**src/rtl/symbol_packer.sv**
```systemverilog
// symbol_packer: packs a stream of SIZE_DATA_IN-bit symbols into
// SIZE_DATA_OUT-bit words, symbol 0 in the LSBs. A one-word output holding
// register lets assembly of the next word proceed while the previous word
// waits for the downstream side. i_flush emits a zero-padded partial word.
module symbol_packer #(
  parameter int SIZE_DATA_IN  = 2,
  parameter int SIZE_DATA_OUT = 16,
  // Derived; SIZE_DATA_OUT must be an integer multiple of SIZE_DATA_IN.
  localparam int DEPTH = SIZE_DATA_OUT / SIZE_DATA_IN,
  localparam int CNT_W = (DEPTH > 1) ? $clog2(DEPTH) : 1,
  localparam int LEN_W = $clog2(DEPTH) + 1
) (
  input  logic                     i_clk,
  input  logic                     i_rst,
  input  logic                     i_start,
  input  logic                     i_valid,
  input  logic [SIZE_DATA_IN-1:0]  i_data,
  output logic                     o_ready,
  input  logic                     i_flush,
  output logic                     o_valid,
  output logic [SIZE_DATA_OUT-1:0] o_data,
  output logic [LEN_W-1:0]         o_len,
  input  logic                     i_ready
);

  // Assembly state
  logic [SIZE_DATA_OUT-1:0] r_acc;
  logic [CNT_W-1:0]         r_cnt;

  // Output holding register
  logic [SIZE_DATA_OUT-1:0] r_obuf;
  logic [LEN_W-1:0]         r_olen;
  logic                     r_ofull;

  logic                     w_slot;
  logic                     w_last;
  logic                     w_accept;
  logic                     w_complete;
  logic                     w_flush;
  logic                     w_load;
  logic [LEN_W-1:0]         w_n;
  logic [SIZE_DATA_OUT-1:0] w_merged;

  // The holding register can take a new word if empty or draining this cycle.
  assign w_slot = ~r_ofull | i_ready;
  assign w_last = (r_cnt == CNT_W'(DEPTH - 1));

  // Only the completing symbol needs a free output slot; earlier symbols of
  // the next word are accepted even while the held word is stalled.
  // Gated by reset so nothing looks accepted while reset is asserted.
  assign o_ready  = ~i_rst & i_start & (~w_last | w_slot);
  assign w_accept = i_start & i_valid & o_ready;

  assign w_complete = w_accept & w_last;

  // Effective symbol count including a symbol accepted this same cycle.
  assign w_n = LEN_W'(r_cnt) + LEN_W'(w_accept);

  // An empty flush (n==0) does nothing, so no zero-length word is ever emitted.
  assign w_flush = i_flush & i_start & w_slot & (w_n != '0);
  assign w_load  = w_complete | w_flush;

  // Accumulator with this cycle's accepted symbol merged into its slot.
  // Slots above cnt are always zero because acc clears on every load,
  // which provides the zero padding for flushed partial words.
  genvar gi;
  generate
    for (gi = 0; gi < DEPTH; gi++) begin : g_slot
      assign w_merged[gi*SIZE_DATA_IN +: SIZE_DATA_IN] =
        (w_accept && (r_cnt == CNT_W'(gi))) ? i_data
                                            : r_acc[gi*SIZE_DATA_IN +: SIZE_DATA_IN];
    end
  endgenerate

  // Assembly register and symbol counter; cleared when disabled or on a load.
  always_ff @(posedge i_clk) begin
    if (i_rst) begin
      r_acc <= '0;
      r_cnt <= '0;
    end else if (!i_start || w_load) begin
      r_acc <= '0;
      r_cnt <= '0;
    end else if (w_accept) begin
      r_acc <= w_merged;
      r_cnt <= r_cnt + CNT_W'(1);
    end
  end

  // Output holding register; a new word reloads ahead of a same-cycle drain.
  always_ff @(posedge i_clk) begin
    if (i_rst) begin
      r_obuf  <= '0;
      r_olen  <= '0;
      r_ofull <= 1'b0;
    end else if (w_load) begin
      r_obuf  <= w_merged;
      r_olen  <= w_n;
      r_ofull <= 1'b1;
    end else if (r_ofull && i_ready) begin
      r_ofull <= 1'b0;
    end
  end

  assign o_valid = r_ofull;
  assign o_data  = r_obuf;
  assign o_len   = r_olen;

endmodule

```
**config.mk**
```make
export PLATFORM = sky130hd
export DESIGN_NAME = symbol_packer
export DESIGN_NICKNAME = d
export VERILOG_FILES = /design/src/rtl/symbol_packer.sv
export SDC_FILE = /design/constraint.sdc
export NUM_CORES = 1
export LEC_CHECK = 0
export CORE_MARGIN = 2
export CORE_UTILIZATION = 45
export CTS_CLUSTER_DIAMETER = 120
export CTS_CLUSTER_SIZE = 28
export DETAILED_ROUTE_END_ITERATION = 16
export GPL_ROUTABILITY_DRIVEN = 0
export HOLD_SLACK_MARGIN = 0.03
export PLACE_DENSITY = 0.69
export SLEW_MARGIN = 10
export SYNTH_ARGS = -nofsm -noshare
export SYNTH_HDL_FRONTEND = slang
export SYNTH_SLANG_ARGS = --single-unit
```
**constraint.sdc**
```tcl
create_clock -name i_clk -period 4.4 [get_ports i_clk]
set_input_delay 0.66 -clock i_clk [delete_from_list [all_inputs] [get_ports i_clk]]
set_output_delay 0.66 -clock i_clk [all_outputs]
set_load 0.005 [all_outputs]
```
==> reports/metrics.yaml <==
hold_buffers: 0
setup_violations: 0
p_int_w: 0.000598
drt-pass1-iter-count: 3
max_clock_freq_mhz: 270
power.share.clock_pct: 42.1
slew_headroom_pct: 24.4
synth_edf_count: 0
overflow: 0
clkTransAtPathRegs_ns: 0.07
crit_chain: "clkdlybuf4s50_1 -> and3b_1 -> nor3_2 -> ha_1 -> ha_1 -> nor4_2 -> o41ai_4 -> buf_4 -> nor2_1 -> a211oi_1"
antenna_cells: 0
synth-main-ff-cell: "dfxtp_1"
antenna_found_initial: 0
vias: 1263
period_minus_slack_ns: 3.70
ff2ff_path_depth: 11
cts_buffer_depth: 2
cts_tree: "yes"
syn_avg_cell_area_sq_um: 10.5
tightest_slew_ns: 1.13
fin_crit_sh_pct: 84.1
numClockSinks: 40
portBuffers: 29
synth_area_sq_um: 1750
synth_top_family_by_area: "compound AO/OA/AOI/OAI gates"
worstSetupPathDepth: 10
cp_max_fo: 20
p_comb_share_pct: 8.0
post-cts-setup-buffer-count: 0
final_area_sq_um: 2180
place_ws_ns: 0.437
core_area_sq_um: 3690
synth_seq_cells: 40
drive_gt1_share_pct: 16.8
grt_usage_pct: 16.3
layoutNonFillerInstCount: 245
critPathBufInv: 2
yosysSeqAreaShare_pct: 45.7
ys_async_sr_fraction_pct: 0
multiInputGateArea_sq_um: 868
clockRootBuffer: "clkbuf_8"
cp-start-kind: "primary input"
cp.arrival_ns: 3.90
die_w_um: 66.4
synth_xor_area_share_pct: 1.00
cellLeakagePower_nw: 0.771
drt-vias-per-instance: 5.16
status: "completed"
grt_max_degree: 23
p_switching_w: 0.000149
dieArea_sq_um: 4410
critPathSlowestCell: "o41ai_4"
fin_setup_tns_ns: 0
placedCellCount: 237
yosysWarnings: 0
rsz0062_at_grt: "no"
end_kind: "flip-flop"
wirelength_mm: 3.23
synthSimpleGateAreaFrac_pct: 16.7
synth_fp_nets: 183
first_global_vias: 1271
drc_errors: 0
slew_violations: 0
synth_compound_area_share_pct: 17.0
muxShareOfSynthArea_pct: 9.14
final_common_cell: "dfxtp_1"
power_frac_seq_pct: 49.9
cts_resized: 0
clk_latency_ns: 0.28
grt_pass1_wl_mm: 5.46
ys_types: 25
peakVddDrop_mv: 0.356
synth_fa_ha_area_share_pct: 5.71
syn2layout_area_growth_pct: 24.4
drtIter0Drc: 62
syn_inst: 167
numCtsBuffers: 5
hold_viol_final: 0
crit_top_cell: "ha_1"
dieHeight_um: 66.4
swShare_pct: 20.0
htreeDepth: 2
rows: 22
critPathMaxStageDelay_ns: 0.99
initial_core_util_pct: 47.5
crit_family: "compound AO/OA/AOI/OAI gates"
seqCellArea_sq_um: 801
layout_common_cells: "dfxtp_1 (40), nor2_1 (37), clkdlybuf4s50_1 (29), mux2i_1 (16), a211oi_2 (14)"
layout_setup_ws_ns: 0.698
pin_count: 30
maxCapViolCount: 0
whs_path_depth: 2
crit_type: "primary input to flip-flop"
hold_path.class: "flip-flop to flip-flop"
ant_nets: 0
p_per_area_nw_per_um2: 343
placed_area_sq_um: 2050
nets: 212
nFillCells: 337
finClkSkew_ns: 0.00411
final_util_pct: 59.1
crit_required_ns: 4.60
dp_hpwl_mm: 2.32
routedWlPerCell_um: 13.2
==> power groups by stage <==
stage / sequential, W / combinational (W) / clock (W)
2_1_floorplan: 0.000381 / 0.0000353 / 0
5_1_grt: 0.000374 / 0.0000651 / 0.000340
3_3_place_gp: 0.000381 / 0.0000586 / 0
6_report: 0.000373 / 0.0000596 / 0.000315
3_5_place_dp: 0.000382 / 0.0000603 / 0
4_1_cts: 0.000373 / 0.0000607 / 0.000323
==> final timing paths <==
check,from,endpoint,slack (ns)
worst min register to register,o_len[1]$_SDFFE_PP0P_,o_len[1]$_SDFFE_PP0P_,0.45
worst max register to register,r_cnt[1]$_SDFFE_PP0P_,o_data[14]$_SDFFE_PP0P_,0.74
worst max-delay path,i_ready,o_data[14]$_SDFFE_PP0P_,0.70
worst min-delay path,o_len[1]$_SDFFE_PP0P_,o_len[1]$_SDFFE_PP0P_,0.45
==> worst min-delay path, cell delays in order, from the launching register on <==
cell	delay [ns]
dfxtp_1	0.31
nand2_1	0.05
a21oi_1	0.05
==> registers in the layout, indices dropped and copies added (netlist names) <==
| signal | count |
|---|---|
| o_len | 4 |
| o_data | 16 |
| r_acc | 16 |
| o_valid | 1 |
| r_cnt | 3 |
==> per-stage QoR <==
| step | hold slack, ns | total power [W] |
|---|---|---|
| 2_1_floorplan | 0.448 | 0.000417 |
| 3_3_place_gp | 0.441 | 0.000440 |
| 3_5_place_dp | 0.445 | 0.000442 |
| 4_1_cts | 0.456 | 0.000757 |
| 5_1_grt | 0.474 | 0.000780 |
| 6_report | 0.455 | 0.000748 |
==> cell type report <==
cell class,count,area share (%)
clock buffer,7,4.42
timing repair buffer,32,14.4
clock inverter,1,1.38
sequential,40,36.7
multi-input combinational,114,39.8
inverter,3,0.517
tap,48,2.76
==> synthesized netlist by cell type (2+ instances only) <==
library cell  instances  share of area, %
buf_4                 3               1.3
a211oi_1              4               1.7
and3_1                5               1.8
xnor2_1               2               1.0
nor2b_1               3               1.1
nand2_1               8               1.7
mux2i_1              16               9.1
a21oi_1               5               1.4
ha_1                  8               5.7
nor2_1               37               7.9
nand4_1               2              0.71
a211oi_2             14                10
buf_6                 3               1.9
inv_1                 3              0.64
dfxtp_1              40                46
nand2_2               2              0.71
clkbuf_1              4              0.86
==> per-layer routing <==
layer	share of wire (%)	track usage (%)
met1	45	19.0
met2	50	28.4
met3	4.3	5.11
met4	0.40	4.59
met5	0	0
==> cells by family after synthesis <==
| logic type | after synthesis |
|---|---|
| buffers and inverters | 13 |
| adder cells (fa/ha/maj) | 8 |
| flip-flops | 40 |
| multiplexers | 16 |
| XOR/XNOR | 2 |
| AND/OR/NAND/NOR | 62 |
| AO/OA/AOI/OAI | 26 |
No activity file was read; power rests on OpenSTA's default activity.
